<file path="config.mk">
export PLATFORM = sky130hd
export DESIGN_NAME = spi_controller
export DESIGN_NICKNAME = d
export VERILOG_FILES = /design/src/rtl/spi_controller.sv
export SDC_FILE = /design/constraint.sdc
export NUM_CORES = 1
export LEC_CHECK = 0
export CORE_MARGIN = 5
export CORE_UTILIZATION = 35
export CTS_CLUSTER_SIZE = 40
export DETAILED_ROUTE_END_ITERATION = 8
export GPL_TIMING_DRIVEN = 0
export PLACE_DENSITY_LB_ADDON = 0.12
export SYNTH_ARGS = -nofsm -noshare
export SYNTH_HDL_FRONTEND = slang
export SYNTH_SLANG_ARGS = --single-unit
</file>
<file path="constraint.sdc">
create_clock -name sys_clk -period 2.2 [get_ports sys_clk]
set_input_delay 0.44 -clock sys_clk [delete_from_list [all_inputs] [get_ports sys_clk]]
set_output_delay 0.44 -clock sys_clk [all_outputs]
set_load 0.03 [all_outputs]
</file>
<file path="src/rtl/spi_controller.sv">
// SPI mode-0 master: one BYTE_W word per accepted start, MSB first, with an
// optional chip-select hold (HELD) so several words can share one CSN-low burst.
//
// Handshake: a request is taken on a sys_clk edge where start=1 and ready=1.
// tx_data and keep_cs are sampled on that same edge. While ready=0, start is
// ignored and not queued. rx_valid is a single-cycle strobe; rx_data holds its
// value until the next strobe.
module spi_controller #(
    parameter int BYTE_W   = 8,
    parameter int CLK_DIV  = 6,
    parameter int CS_SETUP = 2
) (
    input  logic              sys_clk,
    input  logic              sys_rst_n,
    input  logic              start,
    input  logic              keep_cs,
    input  logic [BYTE_W-1:0] tx_data,
    output logic              ready,
    output logic              busy,
    output logic [BYTE_W-1:0] rx_data,
    output logic              rx_valid,
    output logic              spi_csn,
    output logic              spi_sck,
    output logic              spi_mosi,
    input  logic              spi_miso,
    output logic [2:0]        dbg_state
);

    localparam int MAX_CNT = (CLK_DIV > CS_SETUP) ? CLK_DIV : CS_SETUP;
    localparam int CNT_W   = $clog2(MAX_CNT + 1);
    localparam int BIT_W   = $clog2(BYTE_W + 1);

    localparam logic [CNT_W-1:0] DIV_LAST = CNT_W'(CLK_DIV - 1);
    localparam logic [CNT_W-1:0] CS_LAST  = CNT_W'(CS_SETUP - 1);
    localparam logic [BIT_W-1:0] BIT_LAST = BIT_W'(BYTE_W - 1);

    localparam logic [2:0] ST_IDLE  = 3'd0;
    localparam logic [2:0] ST_GAP   = 3'd1;
    localparam logic [2:0] ST_LEAD  = 3'd2;
    localparam logic [2:0] ST_LOW   = 3'd3;
    localparam logic [2:0] ST_HIGH  = 3'd4;
    localparam logic [2:0] ST_TRAIL = 3'd5;
    localparam logic [2:0] ST_HELD  = 3'd6;

    logic [2:0]        state_q, state_d;
    logic [CNT_W-1:0]  cnt_q, cnt_d;
    logic [BIT_W-1:0]  bit_q, bit_d;
    logic [BYTE_W-1:0] tx_sh_q, tx_sh_d;
    logic [BYTE_W-1:0] rx_sh_q, rx_sh_d;
    logic              keep_q, keep_d;
    logic              csn_q, csn_d;
    logic              sck_q, sck_d;
    logic              mosi_q, mosi_d;
    logic              ready_q, ready_d;
    logic              busy_q, busy_d;
    logic              rx_valid_q, rx_valid_d;
    logic [BYTE_W-1:0] rx_data_q, rx_data_d;
    logic              miso_s1_q, miso_s2_q;
    logic              accept;

    assign accept = start && ready_q;

    // Next-state and registered-output computation for the transfer sequencer.
    always_comb begin
        state_d    = state_q;
        cnt_d      = cnt_q;
        bit_d      = bit_q;
        tx_sh_d    = tx_sh_q;
        rx_sh_d    = rx_sh_q;
        keep_d     = keep_q;
        csn_d      = csn_q;
        sck_d      = sck_q;
        mosi_d     = mosi_q;
        ready_d    = ready_q;
        busy_d     = busy_q;
        rx_valid_d = 1'b0;
        rx_data_d  = rx_data_q;

        case (state_q)
            ST_IDLE, ST_HELD: begin
                if (accept) begin
                    tx_sh_d = tx_data;
                    keep_d  = keep_cs;
                    mosi_d  = tx_data[BYTE_W-1];
                    csn_d   = 1'b0;
                    ready_d = 1'b0;
                    busy_d  = 1'b1;
                    bit_d   = '0;
                    cnt_d   = '0;
                    // A held CSN already satisfied the lead time on the first word.
                    state_d = (state_q == ST_HELD) ? ST_LOW : ST_LEAD;
                end
            end
            ST_LEAD: begin
                if (cnt_q == CS_LAST) begin
                    cnt_d   = '0;
                    state_d = ST_LOW;
                end else begin
                    cnt_d = cnt_q + CNT_W'(1);
                end
            end
            ST_LOW: begin
                if (cnt_q == DIV_LAST) begin
                    cnt_d   = '0;
                    sck_d   = 1'b1;
                    rx_sh_d = {rx_sh_q[BYTE_W-2:0], miso_s2_q};
                    state_d = ST_HIGH;
                end else begin
                    cnt_d = cnt_q + CNT_W'(1);
                end
            end
            ST_HIGH: begin
                if (cnt_q == DIV_LAST) begin
                    cnt_d = '0;
                    sck_d = 1'b0;
                    if (bit_q == BIT_LAST) begin
                        bit_d      = '0;
                        rx_data_d  = rx_sh_q;
                        rx_valid_d = 1'b1;
                        if (keep_q) begin
                            ready_d = 1'b1;
                            busy_d  = 1'b0;
                            state_d = ST_HELD;
                        end else begin
                            state_d = ST_TRAIL;
                        end
                    end else begin
                        // Rotate rather than shift so MOSI always comes from bit MSB-1.
                        bit_d   = bit_q + BIT_W'(1);
                        tx_sh_d = {tx_sh_q[BYTE_W-2:0], tx_sh_q[BYTE_W-1]};
                        mosi_d  = tx_sh_q[BYTE_W-2];
                        state_d = ST_LOW;
                    end
                end else begin
                    cnt_d = cnt_q + CNT_W'(1);
                end
            end
            ST_TRAIL: begin
                if (cnt_q == CS_LAST) begin
                    cnt_d   = '0;
                    csn_d   = 1'b1;
                    busy_d  = 1'b0;
                    state_d = ST_GAP;
                end else begin
                    cnt_d = cnt_q + CNT_W'(1);
                end
            end
            ST_GAP: begin
                if (cnt_q == CS_LAST) begin
                    cnt_d   = '0;
                    ready_d = 1'b1;
                    state_d = ST_IDLE;
                end else begin
                    cnt_d = cnt_q + CNT_W'(1);
                end
            end
            default: begin
                state_d = ST_IDLE;
                cnt_d   = '0;
                bit_d   = '0;
                keep_d  = 1'b0;
                csn_d   = 1'b1;
                sck_d   = 1'b0;
                ready_d = 1'b1;
                busy_d  = 1'b0;
            end
        endcase
    end

    // Sequencer state and all pad/handshake outputs; reset aborts any transfer.
    always_ff @(posedge sys_clk or negedge sys_rst_n) begin
        if (!sys_rst_n) begin
            state_q    <= ST_IDLE;
            cnt_q      <= '0;
            bit_q      <= '0;
            tx_sh_q    <= '0;
            rx_sh_q    <= '0;
            keep_q     <= 1'b0;
            csn_q      <= 1'b1;
            sck_q      <= 1'b0;
            mosi_q     <= 1'b0;
            ready_q    <= 1'b1;
            busy_q     <= 1'b0;
            rx_valid_q <= 1'b0;
            rx_data_q  <= '0;
        end else begin
            state_q    <= state_d;
            cnt_q      <= cnt_d;
            bit_q      <= bit_d;
            tx_sh_q    <= tx_sh_d;
            rx_sh_q    <= rx_sh_d;
            keep_q     <= keep_d;
            csn_q      <= csn_d;
            sck_q      <= sck_d;
            mosi_q     <= mosi_d;
            ready_q    <= ready_d;
            busy_q     <= busy_d;
            rx_valid_q <= rx_valid_d;
            rx_data_q  <= rx_data_d;
        end
    end

    // Two-flop synchroniser for the asynchronous MISO pad.
    always_ff @(posedge sys_clk or negedge sys_rst_n) begin
        if (!sys_rst_n) begin
            miso_s1_q <= 1'b0;
            miso_s2_q <= 1'b0;
        end else begin
            miso_s1_q <= spi_miso;
            miso_s2_q <= miso_s1_q;
        end
    end

    assign ready     = ready_q;
    assign busy      = busy_q;
    assign rx_data   = rx_data_q;
    assign rx_valid  = rx_valid_q;
    assign spi_csn   = csn_q;
    assign spi_sck   = sck_q;
    assign spi_mosi  = mosi_q;
    assign dbg_state = state_q;

endmodule

</file>
* Word-level counts from Yosys, hierarchy flattened
Cells that the tools add are included.
Word-level totals: bits in registers 43, input port bits 13, logic and storage cells 110
Operators by class: add/subtract/negate cells 2, equal/unequal tests 18, mux-type cells 47, bitwise operators 6, reductions and logical operators 22
Operators by type and width (number):
- 2-to-1 mux 3 bit | 10
- 2-to-1 mux 8 bit | 3
- 2-to-1 mux 1 bit | 20
- inequality test 2 bit (second input constant) | 9
- one-hot mux 3 bit (6 select lines) | 1
- AND reduction 6 bit | 3
- one-hot mux 8 bit (2 select lines) | 1
- equality test 3 bit (second input constant) | 4
- 2-to-1 mux 4 bit | 3
- one-hot mux 4 bit (3 select lines) | 1
- AND reduction 3 bit | 4
- OR reduction 5 bit | 2
- one-hot mux 3 bit (3 select lines) | 1
- OR reduction 3 bit | 3
- one-hot mux 1 bit (4 select lines) | 2
- OR reduction 4 bit | 2
- equality test 3 x 1 -> 1 bit (second input constant) | 2
- equality test 3 x 2 -> 1 bit (second input constant) | 2
- inverter 1 bit | 6
- one-hot mux 1 bit (3 select lines) | 2
- adder 4 x 1 -> 4 bit (second input constant) | 1
- equality test 4 x 3 -> 1 bit (second input constant) | 1
- one-hot mux 1 bit (2 select lines) | 2
- AND reduction 2 bit | 2
- 7 further kinds | 8

* Logic depth before layout (Yosys ltp)
Gate-level depths: netlist (run 1).
depth in word-level cells 4, mapped depth 6, mapped depth without buffers 6

* Least setup slack after synthesis (run 1)
Ideal clock, no wire load.
path type register to register, start register state_q[1] (netlist: dbg_state[1]), end register cnt_q[1], arrival 1.845 ns, path slack 0.272 ns, cell stages (with the launch flop) 5, cell sequence dfrtp_1 > xor3_1 > a211o_1 > or4_1 > o21ai_0
Between the ends: cells in the longest elaborated chain, start to end 3
Ends and longest elaborated chain:
- start, declared | line 45 | logic [2:0] state_q, state_d;
- start signal, assigned | line 187 | state_q <= state_d;
- equality test 3 x 1 -> 1 bit, or another cell as far along | line 79 | case (state_q)
- OR reduction 3 bit (no line), or another cell as far along
- one-hot mux 3 bit (3 select lines) or inequality test 2 bit (tied branches)
- end signal, assigned | line 188 | cnt_q <= cnt_d;
- end, declared | line 46 | logic [CNT_W-1:0] cnt_q, cnt_d;
Parallel ways exist; a longest one is shown, timed or not. A chain may end at the register's enable or synchronous reset.

* Worst setup path in the final report (run 1)
start register bit_q[0], end register tx_sh_q[6]
Between the ends: cells in the longest elaborated chain, start to end 3
Ends and longest elaborated chain:
- start, declared | line 47 | logic [BIT_W-1:0] bit_q, bit_d;
- start signal, assigned | line 189 | bit_q <= bit_d;
- equality test 4 x 3 -> 1 bit | line 116 | if (bit_q == BIT_LAST) begin
- inequality test 2 bit (no line)
- AND reduction 4 bit (no line)
- end signal, assigned | line 190 | tx_sh_q <= tx_sh_d;
- end, declared | line 48 | logic [BYTE_W-1:0] tx_sh_q, tx_sh_d;
No other way between the ends.

==> summary.txt, run 1 <==
Grt total ovfl -> 0
Post-synth top cells -> dfrtp_1, mux2_2, nand2_1
Clock sinks -> 42
Rows -> 28
Routed wire per std cell -> 15.4 um
CP startpoint -> bit_q[0]$_DFFE_PN0P_
Lkg Pwr -> 0.00117 uW
Area contributors post-synth -> dfrtp_1, mux2_2, dfstp_2
Post-Route WL -> 4.63 mm
Unique masters post-synth -> 44
Max Slew Vio Count -> 0
Antenna-violating nets left -> 0
Number of fill cells -> 565
Sw Share -> 0.234
Status -> finished, final reports clean
Worst-case reg-to-reg path depth -> 6
# diodes -> 0
Hold_buf cts -> 0
Mean Syn Cell Area -> 11.4 um2
Gr usage total -> 0.129
Final hold violations -> 0
Clk_skew -> 0.00813 ns
RSZ-0062 raised after global routing -> false
Worst Setup Start Kind -> register
Critical R2R Launch -> bit_q[0]$_DFFE_PN0P_
Initial antenna violation count -> 0
PD cells -> 510 nW/um2
Final period util -> 0.943
Crit path DAT -> 2.25 ns
Vias -> 1,596
Clk_lat worst skew -> 0.29 ns
Top-count cell post-synth -> dfrtp_1
Share of cells above drive strength 1 -> 0.235
Synth Register Bits -> 42
Yosys warns -> 0
Leading area contributor after synthesis -> dfrtp_1
Max VDD drop -> 0.000325 V
Chip Height -> 87.9 um
Vias in the first global route -> 1,612
Drt first pass iters -> 4
Dpl cells -> 292
Clock slew seen by the registers of the worst setup and hold paths -> 0.09 ns
Starting Density -> 0.359
Hold crit path type -> input pin to async pin
Port bufs -> 29
Area grow syn2layout -> 23.9%
Fin crit period -> 2.07 ns
Total CTS buffers -> 5
Initial DRC count -> 141
Post-DR vias/cell -> 5.30
H-tree lvl count -> 2
Setup Viol. Count Final -> 0
Seq pwr share -> 0.576
Max-slew headroom -> 0.615
Io pins -> 30
Root buf cell -> clkbuf_8
Core Region -> 5920 um2
Mapped Nets -> 203
Die area -> 7720 um2
Mapped cell area -> 2120 um2
Critical path endpoint category -> register
Fmax -> 482 MHz
Crit path max fanout -> 8
Top_reg_cell synth -> dfrtp_1
Crit Path Class -> register to register
DRC -> 0
Ys async rst share -> 1.00
Post-CTS Setup Inserts -> 0
Comb pwr share -> 0.037
Slew @ Worst Pin -> 0.573 ns
Post-CTS Resized -> 0
Longest Clk Path Bufs -> 2
WP data required -> 2.38 ns
Clk pwr share -> 0.387
CTS tree -> done
Post-synth EDFFs -> 0
Die width -> 87.9 um
Non-Filler Instances -> 301
First-pass GRT wire length -> 7.87 mm
Yosys top cell area share -> 0.471
Post-Syn Instances -> 187
HPWL after detailed placement -> 3.30 mm
Maximum Capacitance Violations -> 0
Int Pwr -> 1030 uW
Nets -> 241
Psw -> 313 uW
Final RePlAce weighted congestion -> 0.907
Sequential element share of the synthesized area -> 0.496
Largest net degree at the start of global routing -> 23
Finished Core Util -> 0.444
-- logic make-up after synthesis --
logic type               after synthesis  share of synthesized area
XOR/XNOR                               2                     0.0153
multiplexers                          35                      0.184
AND/OR/NAND/NOR                       49                      0.131
adder cells (fa/ha/maj)                3                     0.0177
flip-flops                            42                      0.496
AO/OA/AOI/OAI                         39                      0.122
buffers and inverters                 17                     0.0330
-- worst paths after layout --
| path | end | slack [ns] |
|---|---|---|
| max | tx_sh_q[6]$_DFFE_PN0P_ | 0.13 |
| min | busy$_DFFE_PN0P_ | 0.12 |
| max reg2reg | tx_sh_q[6]$_DFFE_PN0P_ | 0.13 |
| min reg2reg | miso_s2_q$_DFF_PN0_ | 0.35 |
| max in group asynchronous | ready$_DFFE_PN1P_ | 1.53 |
| min in group sys_clk | miso_s2_q$_DFF_PN0_ | 0.35 |
-- placed cells by master (no fill, tap or decap), types with 4 or more instances in the layout --
cell / n
nor3b_1: 4
inv_1: 5
dfrtp_1: 40
buf_2: 6
o21ai_0: 8
clkbuf_8: 5
nand3_1: 4
nand2_1: 11
nor2_1: 4
clkdlybuf4s50_1: 28
nand4_1: 8
clkbuf_1: 4
a211oi_1: 4
mux2_2: 33
a21oi_1: 9
-- critical path, stage by stage (launching register included) --
cell and delay [ns]:
dfrtp_1 0.41, ha_1 0.23, and3b_1 0.17, clkbuf_1 0.25, nor4_1 0.10, o21ai_2 0.42, mux2_2 0.39
-- flip-flops by register name, summed over array words and instances (netlist names), 3 cells and up --
register and flops:
rx_data 8, rx_sh_q 8, cnt_q 3, dbg_state 3, tx_sh_q 8, bit_q 4
-- final cells by class --
class	count	area [um2]	share of cell area
Timing Repair Buffer	31	320	0.122
Clock buffer	5	68.8	0.0262
Clock inverter	3	23.8	0.00904
Buffer	12	51.3	0.0195
Tap cell	75	93.8	0.0357
Multi-Input combinational cell	128	1000	0.380
Inverter	5	18.8	0.00714
Sequential cell	42	1050	0.401
-- stage by stage --
| stage | setup TNS, ns | setup WS [ns] | power (uW) | hold slack (ns) | area [um2] |
|---|---|---|---|---|---|
| after floorplan | 0 | 0.272 | 796 | 0.144 | 2120 |
| after global placement | -19.74 | -0.475 | 835 | 0.334 | 2510 |
| after detailed placement | -0.432 | -0.0618 | 840 | 0.337 | 2530 |
| after CTS | 0 | 0.0729 | 1370 | 0.133 | 2620 |
| after global routing | 0 | 0.00394 | 1420 | 0.146 | 2630 |
| final | 0 | 0.126 | 1340 | 0.117 | 2630 |
-- routing by layer --
| layer | vias to the layer above | track usage | share of wire | wire [um] |
|---|---|---|---|---|
| met5 | - | 0 | 0 | 0 |
| met4 | 0 | 0.0418 | 0.011 | 50 |
| met3 | 4 | 0.0405 | 0.070 | 323 |
| met2 | 50 | 0.181 | 0.45 | 2060 |
| met1 | 772 | 0.188 | 0.47 | 2190 |
| li1 | 770 | - | - | - |
-- power by group through the flow --
| stage | Clock, uW | Sequential [uW] | Combinational, uW |
|---|---|---|---|
| 6_report | 519 | 774 | 49.6 |
| 5_1_grt | 587 | 774 | 55.6 |
| 4_1_cts | 541 | 774 | 51.7 |
| 3_5_place_dp | 0 | 789 | 51.4 |
| 3_3_place_gp | 0 | 789 | 46.2 |
| 2_1_floorplan | 0 | 789 | 6.60 |
(Power assumes the default switching activity.)
==> inputs of run 2 (changes only) <==
Settings changed: ABC_CLOCK_PERIOD_IN_PS from default to 2200.
==> results of run 2 <==
Final layout, timing and power as in run 1 (identical DEF).
==> inputs of run 3 (changes only) <==
Settings changed: ABC_CLOCK_PERIOD_IN_PS 2200 to 2100, CORE_UTILIZATION 35 to 45.
Clock period 2.2 ns to 2.1 ns, I/O delays scaled along.
==> run 3 against run 2 <==
  * Sequential share of layout area fell by 0.19 points
  * Core utilization grew 12 points
  * Highest routed layer unchanged
  * Die area decreased by 20%
  * Flip-flop and latch count stayed put
  * Worst setup slack lost 0.00059 ns
  * Combinational power grew 0.8%
  * Largest power group unchanged
  * Critical path depth did not move
  * Critical path type unchanged
  * Sequential power increased by 4.7%
==> summary.txt, run 3 (same netlist as run 1, synthesis figures left out) <==
Grt total ovfl -> 0 (unchanged)
Worst-case reg-to-reg path depth -> 6 (unchanged)
Root buf cell -> clkbuf_8
Setup Viol. Count Final -> 0 (unchanged)
Die area -> 6190 um2 (-20%)
Gr usage total -> 0.169 (+0.0396)
Total CTS buffers -> 5 (unchanged)
Status -> finished, final reports clean
Lkg Pwr -> 0.00119 uW (+2.0%)
Drt first pass iters -> 5 (+1)
Vias in the first global route -> 1,710 (+6.1%)
Final instance area -> 2640 um2 (+0.48%)
Nets -> 242 (+0.41%)
Vias -> 1,667 (+4.4%)
Chip Height -> 78.7 um (-10%)
Longest Clk Path Bufs -> 2 (unchanged)
Post-Route WL -> 4.70 mm (+1.5%)
Crit path max fanout -> 9 (+1)
Hold crit path type -> input pin to async pin
Die width -> 78.7 um (-10%)
Clock sinks -> 42 (unchanged)
Routed wire per std cell -> 16.7 um (+8.8%)
HPWL after detailed placement -> 3.31 mm (+0.25%)
Post-DR vias/cell -> 5.93 (+12%)
Area grow syn2layout -> 24.5%
Max Slew Vio Count -> 0 (unchanged)
# diodes -> 0 (unchanged)
Clk_skew -> 0.00922 ns (+0.00109 ns)
Clk_lat worst skew -> 0.30 ns (about the same)
Crit-path slowest cell -> dfrtp_1
Fin worst setup slack -> 0.126 ns (-0.000588 ns)
Largest net degree at the start of global routing -> 30 (+30%)
CTS tree -> done
R2R setup slack -> 0.13 ns (about the same)
Placed cell area -> 2500 um2 (-1.3%)
Clock slew seen by the registers of the worst setup and hold paths -> 0.09 ns (about the same)
Power, Total -> 1510 uW (+13%)
Final hold violations -> 0 (unchanged)
Crit path DAT -> 2.15 ns (-0.10 ns)
Multi-input logic area -> 1000 um2 (+0.25%)
Starting Density -> 0.456 (+0.0969)
CP startpoint -> bit_q[0]$_DFFE_PN0P_
DRC -> 0 (unchanged)
Max-slew headroom -> 0.601 (-0.0142)
Hold_buf cts -> 0 (unchanged)
Slew @ Worst Pin -> 0.594 ns (+0.0212 ns)
H-tree lvl count -> 2 (unchanged)
Share of cells above drive strength 1 -> 0.251 (+0.0166)
Crit-path cells -> ha_1, and3b_1, clkbuf_1, and3_1, buf_2, mux2_2
Rows -> 25 (-11%)
Worst slack, placed -> -0.142 ns (-0.0800 ns)
WP data required -> 2.28 ns (-0.10 ns)
Most frequent cells in the layout -> dfrtp_1, mux2_2, clkdlybuf4s50_1
Initial antenna violation count -> 0 (unchanged)
Fin crit period -> 1.97 ns (-0.0994 ns)
Number of fill cells -> 393 (-30%)
Max VDD drop -> 0.000405 V (+24%)
CP peak stage delay -> 0.40 ns (-0.02 ns)
Finished Core Util -> 0.567 (+0.123)
PD cells -> 572 nW/um2 (+12%)
Final RePlAce weighted congestion -> 0.875 (-3.5%)
RSZ-0062 raised after global routing -> false
Core Region -> 4660 um2 (-21%)
Initial DRC count -> 215 (+52%)
Port bufs -> 29 (unchanged)
Fmax -> 506 MHz (+5.0%)
Critical R2R Launch -> bit_q[0]$_DFFE_PN0P_
Critical path endpoint category -> register
Worst R2R End -> rx_data[0]$_DFFE_PN0P_
Final period util -> 0.940 (-0.00245)
Most common cell after layout, fill and taps aside -> dfrtp_1
Worst Setup Start Kind -> register
Crit Path Class -> register to register
CP endpoint -> rx_data[0]$_DFFE_PN0P_
Setup_tns -> 0 ns (unchanged)
Maximum Capacitance Violations -> 0 (unchanged)
First-pass GRT wire length -> 8.33 mm (+5.8%)
Io pins -> 30 (unchanged)
Flip-flop and latch area -> 1050 um2 (unchanged)
Antenna-violating nets left -> 0 (unchanged)
[run 3: how the worst min path moves through the flow]
stage                         from                   end  depth (start not counted)
2_1_floorplan            sys_rst_n  bit_q[0]$_DFFE_PN0P_                          0
3_3_place_gp   miso_s1_q$_DFF_PN0_   miso_s2_q$_DFF_PN0_                          0
3_5_place_dp   miso_s1_q$_DFF_PN0_   miso_s2_q$_DFF_PN0_                          0
4_1_cts                  sys_rst_n  cnt_q[2]$_DFFE_PN0P_                          1
5_1_grt                  sys_rst_n    keep_q$_DFFE_PN0P_                          1
6_report                 sys_rst_n    keep_q$_DFFE_PN0P_                          1
[run 3: what timing repair did]
action,CTS,global route
pin swaps,1,2
endpoints found under the setup margin,2,18
gates resized for setup,0,4
setup buffers,0,2
[run 3: worst max-delay path, delay by kind of cell, from the launching register on]
family	cells	cell delay [ns]
simple gates	2	0.37
flops	1	0.40
fa+ha+maj	1	0.22
mux	1	0.36
buf+inv	2	0.51
[run 3: final cells by class]
type | instances | share of cell area
repair buffers | 32 | 0.126
multi-input cells | 128 | 0.379
well taps | 54 | 0.0256
flip-flops and latches | 42 | 0.399
clock inverters | 3 | 0.0170
clock buffers | 5 | 0.0260
plain buffers | 12 | 0.0204
inverters | 5 | 0.00710
[run 3: per-stage QoR]
stage,std cells,hold slack [ns]
2_1_floorplan,187,0.124
3_3_place_gp,270,0.337
3_5_place_dp,271,0.335
4_1_cts,279,0.0300
5_1_grt,281,0.0414
6_report,281,0.0174
[run 3: per-layer routing]
layer	share of wire	GRT usage	vias to the layer above
met5	0	0	-
met3	0.061	0.0363	7
li1	-	-	772
met1	0.45	0.222	824
met4	0.013	0.0594	0
met2	0.48	0.275	64
[run 3: report_power, final]
group	total, uW	internal, uW	leakage (uW)	switching (uW)
Sequential	810	810	0.000538	0.370
Combinational	50.0	27.7	0.000604	22.3
Clock	650	354	0.0000504	296
